<file path="config.mk">
export PLATFORM = sky130hd
export DESIGN_NAME = conv_seq_ctrl
export DESIGN_NICKNAME = d
export VERILOG_FILES = /design/src/rtl/conv_seq_ctrl.sv
export SDC_FILE = /design/constraint.sdc
export NUM_CORES = 1
export LEC_CHECK = 0
export BUFFER_PORTS_ARGS = -buffer_cell sky130_fd_sc_hd__buf_2
export CAP_MARGIN = 20
export CORE_MARGIN = 1.5
export CORE_UTILIZATION = 35
export DETAILED_ROUTE_END_ITERATION = 10
export HOLD_SLACK_MARGIN = 0.15
export PLACE_DENSITY = 0.57
export SYNTH_ARGS = -nofsm -noshare
export SYNTH_HDL_FRONTEND = slang
export SYNTH_SLANG_ARGS = --single-unit
</file>
<file path="constraint.sdc">
create_clock -name clk -period 6.55 [get_ports clk]
set_input_delay 0.9825 -clock clk [delete_from_list [all_inputs] [get_ports clk]]
set_output_delay 0.9825 -clock clk [all_outputs]
set_load 0.02 [all_outputs]
</file>
<file path="src/rtl/conv_seq_ctrl.sv">
// Sequencing controller for the 64B/66B->8B/10B converter: screens sync headers,
// pulses the converter, schedules periodic error injection and reports per-block results.
module conv_seq_ctrl #(
  parameter int CONV_LAT = 1,
  parameter int PERIOD_W = 8,
  parameter int CNT_W    = 16
) (
  input  logic                clk,
  input  logic                rst,
  input  logic                s_valid,
  output logic                s_ready,
  input  logic [65:0]         s_din_66b,
  input  logic                s_kin,
  input  logic                inj_arm,
  input  logic [PERIOD_W-1:0] inj_period,
  input  logic                clr_cnt,
  output logic                conv_en,
  output logic [65:0]         conv_din_66b,
  output logic                conv_kin,
  output logic                conv_err_inj,
  input  logic                conv_disp_err_original,
  input  logic                conv_disp_err_corrupted,
  input  logic                conv_kin_err_original,
  input  logic                conv_kin_err_corrupted,
  output logic                m_valid,
  input  logic                m_ready,
  output logic                m_injected,
  output logic                m_detected,
  output logic                m_false_err,
  output logic [CNT_W-1:0]    cnt_blocks,
  output logic [CNT_W-1:0]    cnt_injected,
  output logic [CNT_W-1:0]    cnt_detected,
  output logic [CNT_W-1:0]    cnt_sync_err
);

  localparam int LW = (CONV_LAT > 1) ? $clog2(CONV_LAT) : 1;

  typedef enum logic [1:0] {IDLE, ISSUE, WAIT, REPORT} state_t;

  state_t              state;
  logic [LW-1:0]       wcnt;
  logic [PERIOD_W-1:0] ph;
  logic                inj_blk;

  logic accept;
  logic sync_ok;
  logic inj_now;
  logic sample;
  logic detected;

  function automatic logic [CNT_W-1:0] sat_inc(input logic [CNT_W-1:0] v, input logic en);
    return (en && (v != {CNT_W{1'b1}})) ? v + CNT_W'(1) : v;
  endfunction

  // Sync headers 01/10 are data/control; 00/11 are illegal and get dropped
  assign accept   = s_valid & s_ready;
  assign sync_ok  = s_din_66b[65] ^ s_din_66b[64];
  assign inj_now  = inj_arm && (inj_period != '0) && (ph == (inj_period - PERIOD_W'(1)));
  assign sample   = (state == WAIT) && (wcnt == '0);
  assign detected = conv_disp_err_corrupted | conv_kin_err_corrupted;

  // Block sequencing FSM with registered handshake, converter and result outputs
  always_ff @(posedge clk or negedge rst) begin
    if (!rst) begin
      state        <= IDLE;
      wcnt         <= '0;
      ph           <= '0;
      inj_blk      <= 1'b0;
      s_ready      <= 1'b0;
      conv_en      <= 1'b0;
      conv_din_66b <= '0;
      conv_kin     <= 1'b0;
      conv_err_inj <= 1'b0;
      m_valid      <= 1'b0;
      m_injected   <= 1'b0;
      m_detected   <= 1'b0;
      m_false_err  <= 1'b0;
    end else begin
      if (!inj_arm || (inj_period == '0)) begin
        ph <= '0;
      end else if (accept && sync_ok) begin
        ph <= inj_now ? '0 : ph + PERIOD_W'(1);
      end

      case (state)
        IDLE: begin
          s_ready <= !(accept && sync_ok);
          if (accept && sync_ok) begin
            state        <= ISSUE;
            conv_en      <= 1'b1;
            conv_din_66b <= s_din_66b;
            conv_kin     <= s_kin;
            inj_blk      <= inj_now;
            conv_err_inj <= inj_now;
          end
        end
        ISSUE: begin
          conv_en <= 1'b0;
          wcnt    <= LW'(CONV_LAT - 1);
          state   <= WAIT;
        end
        WAIT: begin
          if (sample) begin
            state        <= REPORT;
            conv_err_inj <= 1'b0;
            m_valid      <= 1'b1;
            m_injected   <= inj_blk;
            m_detected   <= detected;
            m_false_err  <= conv_disp_err_original | conv_kin_err_original;
          end else begin
            wcnt <= wcnt - LW'(1);
          end
        end
        REPORT: begin
          if (m_ready) begin
            m_valid <= 1'b0;
            s_ready <= 1'b1;
            state   <= IDLE;
          end
        end
        default: begin
          state   <= IDLE;
          s_ready <= 1'b0;
        end
      endcase
    end
  end

  // Saturating statistics; clear takes priority over any same-edge increment
  always_ff @(posedge clk or negedge rst) begin
    if (!rst) begin
      cnt_blocks   <= '0;
      cnt_injected <= '0;
      cnt_detected <= '0;
      cnt_sync_err <= '0;
    end else if (clr_cnt) begin
      cnt_blocks   <= '0;
      cnt_injected <= '0;
      cnt_detected <= '0;
      cnt_sync_err <= '0;
    end else begin
      cnt_blocks   <= sat_inc(cnt_blocks, sample);
      cnt_injected <= sat_inc(cnt_injected, sample && inj_blk);
      cnt_detected <= sat_inc(cnt_detected, sample && inj_blk && detected);
      cnt_sync_err <= sat_inc(cnt_sync_err, accept && !sync_ok);
    end
  end

endmodule

</file>
==> flow_metrics.py <==
metrics = {
    "synth": {
        "syn_inst": 625,
        "ys_seq_elements": 150,
        "yosysTopAreaCellShare": 0.542,
        "yosysTopAreaCell": "dfrtp_1",
        "synthesis.nets": 721,
        "synthArstFlopShare": 1.00,
        "ys_types": 49,
        "synth_area_leaders": "dfrtp_1 54%, mux2_2 11%, xor2_1 4.3%",
        "ys_seq_area_frac": 0.542,
        "synth_area_um2": 6920,
        "postSynthAreaPerCell_um2": 11.1,
        "synth_edf_count": 0,
        "synth_flop_cell": "dfrtp_1",
        "yosysWarnings": 0,
    },
    "placed_design": {
        "gp_congestion": 0.809,
        "port_buffers": 222,
        "dp_hpwl_um": 11700,
        "placed_area_um2": 8300,
    },
    "cells_and_area": {
        "stdcell_area_um2": 8910,
        "area_delta_synth_final_pct": 28.8,
        "drive_above_1_share": 0.379,
        "diodes": 0,
        "multi_input_comb_area_um2": 3030,
        "seq_area_um2": 3750,
        "nets": 941,
        "fillCellCount": 1929,
    },
    "cts": {
        "clk_pin_slew_ns": 0.06,
        "clk_latency_ns": 0.41,
        "cts.repair.resized": 0,
        "cts_tree": "built",
        "cts_buffer_depth": 2,
        "htreeDepth": 4,
        "cts_buffers": 17,
        "root_buffer": "clkbuf_16",
        "clock-sinks": 150,
        "cts_setup_buffers": 0,
        "hold_buffers": 0,
    },
    "job": {
        "drv_cap": 0,
    },
    "global_route": {
        "grt_pass1_wl_um": 26900,
        "overflow": 0,
        "grt_max_degree": 84,
        "grt_pass1_vias": 5303,
        "antenna_found_initial": 0,
        "grt.total_usage": 0.165,
    },
    "drt": {
        "avgRoutedWirePerCell_um": 14.9,
        "viasPerCell": 4.82,
        "wl_met1_um": 7580,
        "drt_first_pass_iters": 4,
        "topRoutingLayerUsed": "met4",
        "met2_length_um": 7760,
        "met3_length_um": 1290,
        "vias": 5413,
        "ant_nets": 0,
        "post-route-drc-count": 0,
        "drt_iter0_drc": 185,
        "routed_wl_um": 16800,
    },
    "worst_hold_path": {
        "whs_endpoint": "m_injected",
        "hp-start": "m_injected",
        "hold_class": "flip-flop to flip-flop",
        "holdPathStages": 2,
    },
    "timing": {
        "fmax_mhz": 358,
        "rsz0062_at_grt": "no",
        "tightest_slew_ns": 0.976,
        "period_share": 0.426,
        "setup_viol": 0,
        "hold_viol_final": 0,
        "slew_viol_final": 0,
        "maxSlewHeadroom": 0.350,
        "fin_crit_ns": 2.79,
        "setup_tns_ns": 0,
        "fin_skew_ns": 0.00928,
    },
    "critical_path": {
        "rr_endpoint": "cnt_detected[14]",
        "cp-startpoint": "inj_period[0]",
        "arrival_ns": 3.10,
        "critPathLaunchType": "input pin",
        "r2r_cells": 8,
        "critPathKind": "input pin to flip-flop",
        "required_ns": 6.86,
        "cp_max_fo": 14,
        "r2r_slack_ns": 3.78,
        "reg2reg_from": "state[0]",
        "cp-end-kind": "flip-flop",
    },
    "power_and_ir_drop": {
        "p_per_area_nw_per_um2": 370,
        "leakage_nw": 4.29,
        "peakVddDrop_uv": 236,
        "finalPower_w": 0.00330,
    },
    "floorplanning": {
        "core-area_um2": 19400,
        "initial_core_util": 0.357,
        "rows": 51,
        "die_area_um2": 20600,
        "ios": 223,
        "fp.dieH_um": 144,
        "die_w_um": 144,
    },
    "outcome": {
        "outcome": "completed",
    },
}
-- final cells by class --
class | count | area share
flip-flops and latches | 150 | 0.421
multi-input cells | 437 | 0.340
repair buffers | 225 | 0.128
clock buffers | 19 | 0.0486
well taps | 265 | 0.0372
clock inverters | 13 | 0.0188
inverters | 14 | 0.00589
-- critical path, cell delays in order --
cell     delay [ns]
buf_2          0.13
inv_1          0.07
ha_1           0.30
xor2_1         0.17
or4b_1         0.50
a311o_1        0.46
or2_1          0.32
o31ai_2        0.17
-- Yosys cell counts, drive strengths merged, types with 11 or more instances --
cell type and n:
dfrtp 150, nor2 75, mux2 66, nand2 44, xor2 34, nand3 31, xnor2 31, o21ai 27
clkbuf 22, nand4 15, inv 14, a21oi 11, and4 11, ha 11, nor3 11
-- layout by cell type (no fill, tap or decap), drive strengths merged, types with 3 or more instances in the layout --
| cell | Yosys | routed |
|---|---|---|
| buf | 2 | 224 |
| dfrtp | 150 | 150 |
| nor2 | 75 | 75 |
| mux2 | 66 | 66 |
| nand2 | 44 | 44 |
| xor2 | 34 | 34 |
| nand3 | 31 | 31 |
| xnor2 | 31 | 31 |
| o21ai | 27 | 27 |
| inv | 14 | 20 |
| clkbuf | 22 | 19 |
| nand4 | 15 | 15 |
| and4 | 11 | 11 |
| a21oi | 11 | 11 |
| nor3 | 11 | 11 |
| ha | 11 | 11 |
| and3 | 9 | 9 |
| or3 | 8 | 8 |
| a31oi | 5 | 5 |
| nor4 | 5 | 5 |
| mux2i | 4 | 4 |
| a41oi | 3 | 3 |
| nand2b | 3 | 3 |
| a211oi | 3 | 3 |
| nor3b | 3 | 3 |
| bufinv | 0 | 3 |
-- kinds of logic (layout without fill, tap and decap cells) --
logic type | count (synthesis) | count (layout) | synth area share
xor+xnor | 65 | 65 | 0.0822
mux | 70 | 70 | 0.113
flops | 150 | 150 | 0.542
fa+ha+maj | 11 | 11 | 0.0199
simple gates | 226 | 226 | 0.162
compound gates | 65 | 65 | 0.0597
buf+inv | 38 | 271 | 0.0208
-- worst max-delay path by stage --
stage	endpoint	cells after the start
final	conv_err_inj	8
after global routing	cnt_detected[14]	8
after CTS	cnt_detected[14]	8
after detailed placement	conv_err_inj	8
after global placement	conv_err_inj	8
after floorplan	ph[5]	9
-- through the flow --
stage	setup slack, ns	cells	utilization	hold WS (ns)
after global routing	3.49	1123	0.460	0.520
after detailed placement	3.33	1090	0.428	0.466
after global placement	3.35	1090	0.428	0.459
after floorplan	3.70	625	-	0.470
final	3.76	1123	0.460	0.477
after CTS	3.74	1122	0.459	0.481
-- registers in the layout, summed over array words and instances (netlist names), 2 cells and up --
register,count
cnt_injected,16
state,2
cnt_detected,16
ph,8
cnt_sync_err,16
conv_din_66b,66
cnt_blocks,16
-- power by group --
group	total [W]	internal (W)	switching (W)
registers	0.00129	0.00117	0.000127
logic	0.000998	0.000408	0.000590
clock network	0.00101	0.000606	0.000402
total	0.00330	0.00218	0.00112
-- per-layer routing --
layer  vias up  track usage
met4         0       0.0478
met5         -            0
met2       178        0.259
met3        12       0.0620
met1      2594        0.213
li1       2629            -
(Power assumes the default switching activity.)
